### config.mk
export PLATFORM = sky130hd
export DESIGN_NAME = id_stage_hazard_pipe
export DESIGN_NICKNAME = d
export VERILOG_FILES = /design/src/rtl/mips_pipe_pkg.sv /design/src/rtl/id_regfile.sv /design/src/rtl/id_stage_hazard_pipe.sv
export SDC_FILE = /design/constraint.sdc
export NUM_CORES = 2
export LEC_CHECK = 0
export CORE_MARGIN = 5
export CORE_UTILIZATION = 55
export DETAILED_ROUTE_END_ITERATION = 12
export HOLD_SLACK_MARGIN = 0.03
export PLACE_DENSITY = 0.77
export SLEW_MARGIN = 40
export SYNTH_ARGS = -nofsm -noshare
export SYNTH_HDL_FRONTEND = slang
export SYNTH_SLANG_ARGS = --single-unit
### constraint.sdc
create_clock -name clk -period 36.1 [get_ports clk]
set_input_delay 3.61 -clock clk [delete_from_list [all_inputs] [get_ports clk]]
set_output_delay 3.61 -clock clk [all_outputs]
set_load 0.1 [all_outputs]
### src/rtl/mips_pipe_pkg.sv
// mips_pipe_pkg
// Shared definitions for the MIPS pipeline decode stage:
//   - primary opcode constants
//   - bit positions inside the 8-bit ID/EX control word
//     {RegDst, MemRead, MemtoReg, ALUOp[1:0], MemWrite, ALUSrc, RegWrite}
//   - the control word for each supported instruction class
//   - helpers that classify an opcode and map a class to its control word
package mips_pipe_pkg;

    localparam logic [5:0] OP_RTYPE = 6'h00;
    localparam logic [5:0] OP_J     = 6'h02;
    localparam logic [5:0] OP_BEQ   = 6'h04;
    localparam logic [5:0] OP_BNE   = 6'h05;
    localparam logic [5:0] OP_ADDI  = 6'h08;
    localparam logic [5:0] OP_LW    = 6'h23;
    localparam logic [5:0] OP_SW    = 6'h2B;

    localparam int CTRL_REGDST   = 7;
    localparam int CTRL_MEMREAD  = 6;
    localparam int CTRL_MEMTOREG = 5;
    localparam int CTRL_ALUOP_HI = 4;
    localparam int CTRL_ALUOP_LO = 3;
    localparam int CTRL_MEMWRITE = 2;
    localparam int CTRL_ALUSRC   = 1;
    localparam int CTRL_REGWRITE = 0;

    typedef enum logic [2:0] {
        CLS_NOP,
        CLS_R,
        CLS_LW,
        CLS_SW,
        CLS_ADDI,
        CLS_BEQ,
        CLS_BNE,
        CLS_J
    } instr_class_t;

    // Assembles a control word field by field so the literal tables below
    // stay tied to the bit-index constants.
    function automatic logic [7:0] mk_ctrl(
        input logic       reg_dst,
        input logic       mem_read,
        input logic       mem_to_reg,
        input logic [1:0] alu_op,
        input logic       mem_write,
        input logic       alu_src,
        input logic       reg_write
    );
        logic [7:0] c;
        c = '0;
        c[CTRL_REGDST]                  = reg_dst;
        c[CTRL_MEMREAD]                 = mem_read;
        c[CTRL_MEMTOREG]                = mem_to_reg;
        c[CTRL_ALUOP_HI:CTRL_ALUOP_LO]  = alu_op;
        c[CTRL_MEMWRITE]                = mem_write;
        c[CTRL_ALUSRC]                  = alu_src;
        c[CTRL_REGWRITE]                = reg_write;
        return c;
    endfunction

    localparam logic [7:0] CTRL_R    = mk_ctrl(1'b1, 1'b0, 1'b0, 2'b10, 1'b0, 1'b0, 1'b1);
    localparam logic [7:0] CTRL_LW   = mk_ctrl(1'b0, 1'b1, 1'b1, 2'b00, 1'b0, 1'b1, 1'b1);
    localparam logic [7:0] CTRL_SW   = mk_ctrl(1'b0, 1'b0, 1'b0, 2'b00, 1'b1, 1'b1, 1'b0);
    localparam logic [7:0] CTRL_ADDI = mk_ctrl(1'b0, 1'b0, 1'b0, 2'b00, 1'b0, 1'b1, 1'b1);
    localparam logic [7:0] CTRL_BR   = mk_ctrl(1'b0, 1'b0, 1'b0, 2'b01, 1'b0, 1'b0, 1'b0);
    localparam logic [7:0] CTRL_NOP  = 8'h00;

    function automatic instr_class_t classify(input logic [5:0] opcode);
        instr_class_t cls;
        case (opcode)
            OP_RTYPE: cls = CLS_R;
            OP_LW:    cls = CLS_LW;
            OP_SW:    cls = CLS_SW;
            OP_ADDI:  cls = CLS_ADDI;
            OP_BEQ:   cls = CLS_BEQ;
            OP_BNE:   cls = CLS_BNE;
            OP_J:     cls = CLS_J;
            default:  cls = CLS_NOP;
        endcase
        return cls;
    endfunction

    function automatic logic [7:0] ctrl_of(input instr_class_t cls);
        logic [7:0] c;
        case (cls)
            CLS_R:    c = CTRL_R;
            CLS_LW:   c = CTRL_LW;
            CLS_SW:   c = CTRL_SW;
            CLS_ADDI: c = CTRL_ADDI;
            CLS_BEQ:  c = CTRL_BR;
            CLS_BNE:  c = CTRL_BR;
            CLS_J:    c = CTRL_NOP;
            default:  c = CTRL_NOP;
        endcase
        return c;
    endfunction

endpackage

### src/rtl/id_regfile.sv
// id_regfile
// Architectural register file for the decode stage.
//   clk, rst          : clock, asynchronous active-high reset (clears all entries)
//   we, waddr, wdata  : single write port (writes to register 0 are dropped)
//   raddr_a / rdata_a : read port A
//   raddr_b / rdata_b : read port B
// Reads are combinational and write-through: a write presented in the same
// cycle is returned on a matching read port before it is committed.
module id_regfile #(
    parameter  int XLEN  = 32,
    parameter  int NREGS = 32,
    localparam int AW    = $clog2(NREGS)
) (
    input  logic            clk,
    input  logic            rst,
    input  logic            we,
    input  logic [AW-1:0]   waddr,
    input  logic [XLEN-1:0] wdata,
    input  logic [AW-1:0]   raddr_a,
    output logic [XLEN-1:0] rdata_a,
    input  logic [AW-1:0]   raddr_b,
    output logic [XLEN-1:0] rdata_b
);

    logic [XLEN-1:0] mem [NREGS];
    logic [AW-1:0]   raddr [2];
    logic [XLEN-1:0] rdata [2];

    // Entry 0 is reset to zero and never written, so it reads as zero too;
    // the explicit check on the read side keeps the write-through path from
    // leaking a write aimed at register 0.
    always_ff @(posedge clk or posedge rst) begin
        if (rst) begin
            for (int i = 0; i < NREGS; i++) begin
                mem[i] <= '0;
            end
        end else if (we && (waddr != '0)) begin
            mem[waddr] <= wdata;
        end
    end

    assign raddr[0] = raddr_a;
    assign raddr[1] = raddr_b;
    assign rdata_a  = rdata[0];
    assign rdata_b  = rdata[1];

    genvar gi;
    generate
        for (gi = 0; gi < 2; gi++) begin : g_rd
            always_comb begin
                rdata[gi] = mem[raddr[gi]];
                if (raddr[gi] == '0) begin
                    rdata[gi] = '0;
                end else if (we && (waddr == raddr[gi])) begin
                    rdata[gi] = wdata;
                end
            end
        end
    endgenerate

endmodule

### src/rtl/id_stage_hazard_pipe.sv
// id_stage_hazard_pipe
// Decode stage of the 5-stage MIPS pipeline: register file read with
// EX/MEM and WB forwarding, control decode, load-use / branch hazard stall,
// branch and jump resolution, and the ID/EX pipeline register with
// ready/valid backpressure from EX.
//
// Ports:
//   clk, rst                 : clock, asynchronous active-high reset
//   if_valid, if_instr, if_pc: instruction from IF/ID (if_pc is PC+4)
//   id_ready                 : ID consumes the instruction this cycle
//   ex_ready                 : EX accepts the ID/EX contents this cycle
//   idex_*                   : ID/EX register (valid, ctrl, operands, imm, fields)
//   exm_we/addr/data         : EX/MEM result for forwarding
//   wb_we/addr/data          : writeback port (also forwarded)
//   br_taken, br_target      : redirect request to IF
//   stall_cycles             : hazard stall cycle count (only with ID_STALL_CNT_EN)
//
// Build option: define ID_STALL_CNT_EN to add the saturating stall_cycles
// counter output.
module id_stage_hazard_pipe
    import mips_pipe_pkg::*;
#(
    parameter  int XLEN     = 32,
    parameter  int NREGS    = 32,
    parameter  int LOAD_LAT = 1,
    localparam int AW       = $clog2(NREGS)
) (
    input  logic            clk,
    input  logic            rst,
    input  logic            if_valid,
    input  logic [31:0]     if_instr,
    input  logic [XLEN-1:0] if_pc,
    output logic            id_ready,
    input  logic            ex_ready,
    output logic            idex_valid,
    output logic [7:0]      idex_ctrl,
    output logic [XLEN-1:0] idex_rs_data,
    output logic [XLEN-1:0] idex_rt_data,
    output logic [XLEN-1:0] idex_imm,
    output logic [AW-1:0]   idex_rs,
    output logic [AW-1:0]   idex_rt,
    output logic [AW-1:0]   idex_rd,
    input  logic            exm_we,
    input  logic [AW-1:0]   exm_addr,
    input  logic [XLEN-1:0] exm_data,
    input  logic            wb_we,
    input  logic [AW-1:0]   wb_addr,
    input  logic [XLEN-1:0] wb_data,
`ifdef ID_STALL_CNT_EN
    output logic [31:0]     stall_cycles,
`endif
    output logic            br_taken,
    output logic [XLEN-1:0] br_target
);

    // Wide enough for LOAD_LAT+1 with LOAD_LAT up to 7.
    localparam int CNT_W = 4;

    // ---------------- decode ----------------
    logic [5:0]      opcode;
    logic [4:0]      rs_field, rt_field, rd_field;
    logic [AW-1:0]   rs, rt, rd;
    instr_class_t    cls;
    logic [7:0]      dec_ctrl;
    logic            uses_rt;
    logic            is_cond_br;
    logic [XLEN-1:0] imm_sext;

    assign opcode   = if_instr[31:26];
    assign rs_field = if_instr[25:21];
    assign rt_field = if_instr[20:16];
    assign rd_field = if_instr[15:11];
    assign rs       = rs_field[AW-1:0];
    assign rt       = rt_field[AW-1:0];
    assign rd       = rd_field[AW-1:0];
    assign cls      = classify(opcode);
    assign dec_ctrl = ctrl_of(cls);
    assign imm_sext = {{(XLEN-16){if_instr[15]}}, if_instr[15:0]};

    // rt is a true source only for instructions that read it; for lw/addi it
    // is the destination and must not trigger a load-use stall.
    assign uses_rt    = (cls == CLS_R) || (cls == CLS_SW) ||
                        (cls == CLS_BEQ) || (cls == CLS_BNE);
    assign is_cond_br = (cls == CLS_BEQ) || (cls == CLS_BNE);

    // ---------------- register file + forwarding ----------------
    logic [XLEN-1:0] rf_a, rf_b;
    logic [AW-1:0]   src_addr [2];
    logic [XLEN-1:0] rf_data  [2];
    logic [XLEN-1:0] fwd_data [2];

    id_regfile #(
        .XLEN  (XLEN),
        .NREGS (NREGS)
    ) u_regfile (
        .clk     (clk),
        .rst     (rst),
        .we      (wb_we),
        .waddr   (wb_addr),
        .wdata   (wb_data),
        .raddr_a (rs),
        .rdata_a (rf_a),
        .raddr_b (rt),
        .rdata_b (rf_b)
    );

    assign src_addr[0] = rs;
    assign src_addr[1] = rt;
    assign rf_data[0]  = rf_a;
    assign rf_data[1]  = rf_b;

    // EX/MEM is the younger producer, so it takes priority over WB.
    genvar gi;
    generate
        for (gi = 0; gi < 2; gi++) begin : g_fwd
            always_comb begin
                fwd_data[gi] = rf_data[gi];
                if (src_addr[gi] != '0) begin
                    if (exm_we && (exm_addr == src_addr[gi])) begin
                        fwd_data[gi] = exm_data;
                    end else if (wb_we && (wb_addr == src_addr[gi])) begin
                        fwd_data[gi] = wb_data;
                    end
                end
            end
        end
    endgenerate

    // ---------------- hazard detection ----------------
    logic [AW-1:0]    idex_dest;
    logic             idex_is_load;
    logic             idex_is_alu_wr;
    logic             load_hit;
    logic             alu_hit;
    logic [CNT_W-1:0] haz_len;
    logic             hazard_new;
    logic             stall;
    logic [CNT_W-1:0] cnt_reg, cnt_next;

    assign idex_dest      = idex_ctrl[CTRL_REGDST] ? idex_rd : idex_rt;
    assign idex_is_load   = idex_valid && idex_ctrl[CTRL_MEMREAD];
    assign idex_is_alu_wr = idex_valid && idex_ctrl[CTRL_REGWRITE] && !idex_ctrl[CTRL_MEMREAD];

    assign load_hit = idex_is_load && (idex_rt != '0) &&
                      ((idex_rt == rs) || (uses_rt && (idex_rt == rt)));
    assign alu_hit  = idex_is_alu_wr && (idex_dest != '0) &&
                      ((idex_dest == rs) || (idex_dest == rt));

    // Number of stall cycles the current instruction needs, 0 if none.
    // A branch compares in ID, so it waits one cycle longer on a load than an
    // ALU consumer does, and must also wait out an ALU producer in ID/EX.
    always_comb begin
        haz_len = '0;
        if (if_valid) begin
            if (is_cond_br && load_hit) begin
                haz_len = CNT_W'(LOAD_LAT + 1);
            end else if (is_cond_br && alu_hit) begin
                haz_len = CNT_W'(1);
            end else if (load_hit) begin
                haz_len = CNT_W'(LOAD_LAT);
            end
        end
    end

    assign hazard_new = (haz_len != '0);
    assign stall      = (cnt_reg != '0) || hazard_new;
    assign id_ready   = ex_ready && !stall;

    // The counter holds the stall cycles still owed including the current
    // one; the detecting cycle already inserts the first bubble, so the load
    // value is decremented immediately if EX accepts it.
    always_comb begin
        cnt_next = '0;
        if (cnt_reg != '0) begin
            cnt_next = ex_ready ? (cnt_reg - CNT_W'(1)) : cnt_reg;
        end else if (hazard_new) begin
            cnt_next = ex_ready ? (haz_len - CNT_W'(1)) : haz_len;
        end
    end

    always_ff @(posedge clk or posedge rst) begin
        if (rst) begin
            cnt_reg <= '0;
        end else begin
            cnt_reg <= cnt_next;
        end
    end

    // ---------------- branch resolution ----------------
    logic operands_eq;
    logic br_fire;

    assign operands_eq = (fwd_data[0] == fwd_data[1]);
    assign br_fire     = id_ready && if_valid && !rst;

    always_comb begin
        br_taken = 1'b0;
        if (br_fire) begin
            case (cls)
                CLS_BEQ: br_taken = operands_eq;
                CLS_BNE: br_taken = !operands_eq;
                CLS_J:   br_taken = 1'b1;
                default: br_taken = 1'b0;
            endcase
        end
    end

    assign br_target = (cls == CLS_J) ? {if_pc[XLEN-1:28], if_instr[25:0], 2'b00}
                                      : (if_pc + (imm_sext << 2));

    // ---------------- ID/EX register ----------------
    always_ff @(posedge clk or posedge rst) begin
        if (rst) begin
            idex_valid   <= 1'b0;
            idex_ctrl    <= '0;
            idex_rs_data <= '0;
            idex_rt_data <= '0;
            idex_imm     <= '0;
            idex_rs      <= '0;
            idex_rt      <= '0;
            idex_rd      <= '0;
        end else if (ex_ready) begin
            if (stall || !if_valid) begin
                idex_valid   <= 1'b0;
                idex_ctrl    <= '0;
                idex_rs_data <= '0;
                idex_rt_data <= '0;
                idex_imm     <= '0;
                idex_rs      <= '0;
                idex_rt      <= '0;
                idex_rd      <= '0;
            end else begin
                idex_valid   <= 1'b1;
                idex_ctrl    <= dec_ctrl;
                idex_rs_data <= fwd_data[0];
                idex_rt_data <= fwd_data[1];
                idex_imm     <= imm_sext;
                idex_rs      <= rs;
                idex_rt      <= rt;
                idex_rd      <= rd;
            end
        end
    end

    // ---------------- optional stall statistics ----------------
`ifdef ID_STALL_CNT_EN
    // Counts cycles lost to hazards only; pure EX backpressure is not counted.
    always_ff @(posedge clk or posedge rst) begin
        if (rst) begin
            stall_cycles <= '0;
        end else if (stall && (stall_cycles != 32'hFFFF_FFFF)) begin
            stall_cycles <= stall_cycles + 32'd1;
        end
    end
`else
    // No stall statistics in this build.
`endif

endmodule

# Word level (Yosys, flattened, before mapping)
# Index checks and enable logic that the tools add are counted.
totals:
  regBits: 1148
  latchBits: 0
  mem_bits_rw: 0
  romBits: 0
  in_bits: 144
  output_inout_bits: 154
  memories: 0
classes:
  n_addsub: 3
  mul: 0
  n_div: 0
  n_lt_le_gt_ge: 4
  eq_ne: 23
  shifts: 0
  n_mux: 41
  n_bitwise: 3
  n_reduce_logical: 43
op_table:
  columns: ["cell", "count"]
  rows:
  - ["bitwise mux 1024 bit", 1]
  - ["two-way mux 32 bit", 19]
  - ["binary-select mux 32 bit (select 5 bit)", 2]
  - ["demux 32 bit (select 5 bit)", 1]
  - ["== test 5 bit", 8]
  - ["one-hot mux 8 bit (5 select lines)", 1]
  - ["adder 32 bit", 1]
  - ["== test 32 bit", 1]
  - ["nonzero test 5 bit", 5]
  - ["one-hot mux 3 bit (7 select lines)", 1]
  - ["two-way mux 5 bit", 4]
  - ["logical AND 1 bit", 19]
  - ["greater-or-equal comparator 6 bit (second input constant)", 3]
  - ["inverter 5 -> 6 bit", 3]
  - ["two-way mux 4 bit", 4]
  - ["== test 3 bit (second input constant)", 4]
  - ["== test 6 x 3 -> 1 bit (second input constant)", 2]
  - ["== test 6 bit (second input constant)", 2]
  - ["logical NOT 5 bit", 2]
  - ["logical OR 1 bit", 8]
  - ["two-way mux 8 bit", 1]
  - ["nonzero test 4 bit", 2]
  - ["subtractor 4 x 1 -> 4 bit (second input constant)", 2]
  - ["== test 3 x 2 -> 1 bit (second input constant)", 2]
  - ["11 further kinds", 19]

# Logic depth before layout (Yosys ltp)
logic_depth:
  word_depth: 20
  mapped_depth: 22

# Cells and area by module
# A second synthesis with hierarchy kept.
unflattened:
  cells_unflattened: 4789
  area_unflattened_um2: 63173.1
modules_own_cells:
  columns: ["mod", "instances", "cells_each", "area_each_um2", "seq_area_each_um2"]
  rows:
  - ["id_regfile", 1, 3802, 54856.4, 25624.6]
  - ["id_stage_hazard_pipe", 1, 987, 8316.7, 2527.4]

# Least setup slack after synthesis
# Ideal clock, no wire load.
synth_path:
  path_type: "input -> output"
  from: "in if_instr[24]"
  to: "out br_taken"
  t_arrival_ns: 8.941
  required_time_ns: 32.490
  path_slack_ns: 23.549
  cell_stages: 16
  cell_sequence: "buf_2 buf_2 buf_1 clkbuf_1 buf_1 xnor2_1 nand3_1 o31ai_1 and4_1 nand2_1 o21ai_0 nand2_1 ha_1 and3_1 nand2_1 nor4b_2"
synth_via:
  elab_chain_cells: 14
synth_rtl:
  columns: ["element", "line", "text"]
  rows:
  - ["from (decl)", "id_stage_hazard_pipe.sv:31", "input logic [31:0] if_instr,"]
  - ["== test 5 bit, on equally long branches", "id_stage_hazard_pipe.sv:145, id_stage_hazard_pipe.sv:147", null]
  - ["logical OR 1 bit, on equally long branches", "id_stage_hazard_pipe.sv:145, id_stage_hazard_pipe.sv:147", null]
  - ["logical AND 1 bit, on equally long branches", "id_stage_hazard_pipe.sv:144, id_stage_hazard_pipe.sv:146", null]
  - ["two-way mux 1 bit / logical AND 1 bit (equally long branches)", "id_stage_hazard_pipe.sv:159, id_stage_hazard_pipe.sv:157", null]
  - ["two-way mux 1 bit", "id_stage_hazard_pipe.sv:157", "end else if (is_cond_br && alu_hit) begin"]
  - ["two-way mux 2 bit (*)", "id_stage_hazard_pipe.sv:155", "if (is_cond_br && load_hit) begin"]
  - ["two-way mux 2 bit (*)", "id_stage_hazard_pipe.sv:154", "if (if_valid) begin"]
  - ["nonzero test 4 bit (*)", "id_stage_hazard_pipe.sv:165", "assign hazard_new = (haz_len != '0);"]
  - ["logical OR 1 bit (*)", "id_stage_hazard_pipe.sv:166", "assign stall = (cnt_reg != '0) || hazard_new;"]
  - ["logical NOT 1 bit (*)", "id_stage_hazard_pipe.sv:167", "assign id_ready = ex_ready && !stall;"]
  - ["logical AND 1 bit (*)", "id_stage_hazard_pipe.sv:167", null]
  - ["via id_ready", "id_stage_hazard_pipe.sv:33", "output logic id_ready,"]
  - ["logical AND 1 bit (*) (2 in a row)", "id_stage_hazard_pipe.sv:194", "assign br_fire = id_ready && if_valid && !rst;"]
  - ["two-way mux 1 bit (*)", "id_stage_hazard_pipe.sv:198", "if (br_fire) begin"]
  - ["to (decl)", "id_stage_hazard_pipe.sv:52", "output logic br_taken,"]
# The timed path passes the listed nets; every way through them passes the cells marked *. The select of a mux whose other input is x is not followed.

# Worst setup path in the final report
layout_path:
  from: "in if_instr[23]"
  to: "out br_taken"
layout_via:
  elab_chain_cells: 14
layout_rtl:
  columns: ["element", "line"]
  rows:
  - ["branches (longest 13 deep; another with binary-select mux 32 bit (select 5 bit))", null]
  - ["two-way mux 1 bit (*)", "id_stage_hazard_pipe.sv:198"]
# Every way passes the cells marked *. The select of a mux whose other input is x is not followed.

==> impl_metrics.ini <==
[power_and_ir_drop]
combPwrFrac_pct = 24.6
switching_power_uw = 1210
pwr-share-seq_pct = 43.3
vdd_drop_max_uv = 48.4
p_leak_uw = 0.0308
p_sw_share_pct = 31.3
p_int_uw = 2650
power.density_mw_per_mm2 = 55.5
clockPowerShare_pct = 32.1

[global_route]
grt.total_usage_pct = 35.1
grt_overflow = 0
grt_pass1_vias = 46000
antenna_found_initial = 18
grt_pass1_wl_um = 314000
grt_max_degree = 113

[cts]
hold_buffers = 0
ctsResizeCount = 0
insertion_delay_ps = 730
cts_tree = done
clock-sinks = 1125
numCtsBuffers = 115
htree_levels = 3
cts_buffer_depth = 3
clk_pin_slew_ps = 60
cts_setup_buffers = 0
root_buffer = clkbuf_16

[route]
drtIter0Drc = 6071
dr.pass1.iters = 9
vias = 45700
drc = 0
routedWlPerCell_um = 34.1
viasPerCell = 7.25
wl_um = 215000
antenna_left = 0

[finish]
final_cell_mix = dfrtp_1, mux2_2, mux4_2, mux2i_1, buf_2
top_regs = u_regfile.mem: 1024 flops, idex_rs_data: 32 flops, idex_rt_data: 32 flops
largest_register = u_regfile.mem
nets = 4868
final_common_cell = dfrtp_1
fillers = 8398
final_area_mm2 = 0.0695
finalNonFillerCells = 6299
largest_reg_flops = 1024
layout-drive-gt1-share_pct = 40.8
syn_to_final_growth_pct = 12.0

[placement]
dpl_cell_area_mm2 = 0.0653
io_buffers = 297
gp_congestion = 0.971
dp.final_hpwl_um = 132000
dp_worst_setup_slack_ps = 21990
dp.cells = 6067

[floorplanning]
die_w_um = 346
rows = 123
io-pin-count = 298
design.core.area_mm2 = 0.112
start_util_pct = 55.2
die_height_um = 346
die_area_mm2 = 0.120

[yosys]
synth_xor_area_share_pct = 1.40
ys_async_sr_fraction_pct = 100
ys_types = 74
ys_seq_elements = 1125
synth_fa_ha_area_share_pct = 0.657
netlist_instances = 4640
synth.area.mux_share_pct = 36.5
syn-cell-area_mm2 = 0.0620
synth_compound_area_share_pct = 8.55
synthFlopType = dfrtp_1
synth_top_family_by_area = multiplexers
synth_edf_count = 0
syn_nets = 4816
yosys.area_share.simple_pct = 3.51
yosys_warnings = 0
avgSynthCellArea_um2 = 13.4
yosysSeqAreaShare_pct = 45.4

[sta]
min_period_over_period_pct = 38.7
rsz0062_at_grt = false
fin_ws_ps = 22130
setup_tns_ps = 0
skew_ps = 42.8
max_freq_mhz = 71.6
worst_pin_slew_ps = 961
finalSetupViolCount = 0
drv_slew = 0
finalCriticalPeriod_ps = 13970
maxSlewHeadroom_pct = 35.4
timing.final.hold_violations = 0

[worst_setup_path]
crit_path_frequent_cell = buf_4
critPathLaunchType = primary input
cp_cell_sequence = buf_4 > buf_4 > or3_1 > buf_4 > or3_1 > o21ai_4 > nor2_1 > buf_4 > a221o_1 > xor2_1 > nor4_1 > nand3_1 > nor4_2 > a21oi_1 > nor4b_2 > buf_2
slowest_stage = nor4_1
path_class = in -> out
arrival_ps = 10360
end_kind = output port
critPathRequiredTime_ps = 32490
cp_slowest_stage_delay_ps = 820
r2r_cells = 16
crit_fanout = 35

[run]
drv_cap = 0

[hold_path]
hp-class = reg -> reg
min_path_cells = 0

[run_status]
status = finished, final reports clean
cell usage after synthesis, drive strengths merged (6+ instances only):
library cell | count | area share (%)
a2111oi | 13 | 0.18
a211o | 10 | 0.14
a211oi | 43 | 0.52
a21o | 18 | 0.22
a21oi | 86 | 0.69
a221o | 47 | 0.76
a221oi | 41 | 0.61
a22o | 76 | 1.1
a22oi | 32 | 0.39
a31oi | 15 | 0.15
a32oi | 6 | 0.085
and2 | 6 | 0.061
and3 | 12 | 0.12
buf | 176 | 1.9
clkbuf | 332 | 2.0
dfrtp | 1125 | 45
ha | 31 | 0.63
inv | 23 | 0.14
mux2 | 1003 | 18
mux2i | 271 | 4.4
mux4 | 384 | 14
nand2 | 147 | 0.89
nand2b | 10 | 0.10
nand3 | 24 | 0.19
nor2 | 160 | 0.98
nor2b | 13 | 0.13
nor3 | 39 | 0.35
nor3b | 11 | 0.13
nor4 | 14 | 0.16
o211a | 17 | 0.27
o211ai | 37 | 0.45
o21a | 10 | 0.12
o21ai | 140 | 1.2
o21bai | 6 | 0.073
o221ai | 39 | 0.55
o22a | 8 | 0.11
o22ai | 51 | 0.51
o2bb2ai | 15 | 0.21
or3 | 10 | 0.10
xnor2 | 37 | 0.52
xor2 | 62 | 0.88
layout make-up:
class,count,area (µm²),area share (%)
inverter,23,100,0.144
clock buffer,163,3370,4.85
clock inverter,50,528,0.760
antenna,11,27.5,0.0396
multi-input combinational,2984,31700,45.6
tap,1500,1880,2.70
sequential,1125,28200,40.5
timing repair buffer,443,3730,5.37
worst paths after layout:
kind,slack [ps],start,to
min in group asynchronous,3450,rst,idex_rt_data[22]
worst min register to register,410,u_regfile.mem[996],u_regfile.mem[996]
worst max register to register,32290,idex_imm[30],idex_ctrl[0]
worst min-delay path,410,u_regfile.mem[996],u_regfile.mem[996]
max in group asynchronous,29230,rst,u_regfile.mem[71]
worst max-delay path,22130,if_instr[23],br_taken
per-stage QoR:
step | power, µW | hold slack (ps) | utilization [%]
after floorplan | 2360 | 449 | -
after global placement | 2580 | 384 | 58.5
after detailed placement | 2610 | 388 | 58.1
after CTS | 3840 | 404 | 61.6
after global routing | 3990 | 417 | 61.8
final | 3860 | 407 | 61.8
worst max-delay path, delay by kind of cell:
family / cells / cell delay (ps)
and+or+nand+nor: 7 / 3570
xor gates and xnor gates: 1 / 90
buffers and inverters: 5 / 2230
AOI/OAI and AO/OA: 3 / 750
layer usage:
layer	wire length [µm]	up-vias	global-route usage, %
met5	107	-	0
met4	12300	14	16.7
met3	29900	768	13.5
met2	93300	3313	51.3
met1	79300	23700	46.5
li1	-	17900	-
power by group through the flow:
stage | clock [µW] | combinational, µW | sequential (µW)
floorplan | 0 | 675 | 1690
global placement | 0 | 924 | 1660
detailed placement | 0 | 931 | 1680
CTS | 1240 | 936 | 1660
global route | 1290 | 999 | 1690
finish | 1240 | 948 | 1670
cells by family after synthesis:
| kind of cell | after synthesis |
|---|---|
| multiplexers | 1658 |
| AND/OR/NAND/NOR | 467 |
| buffers and inverters | 531 |
| XOR/XNOR | 99 |
| adder cells (fa/ha/maj) | 32 |
| AO/OA/AOI/OAI | 728 |
| flip-flops | 1125 |
(Power assumes the default switching activity.)
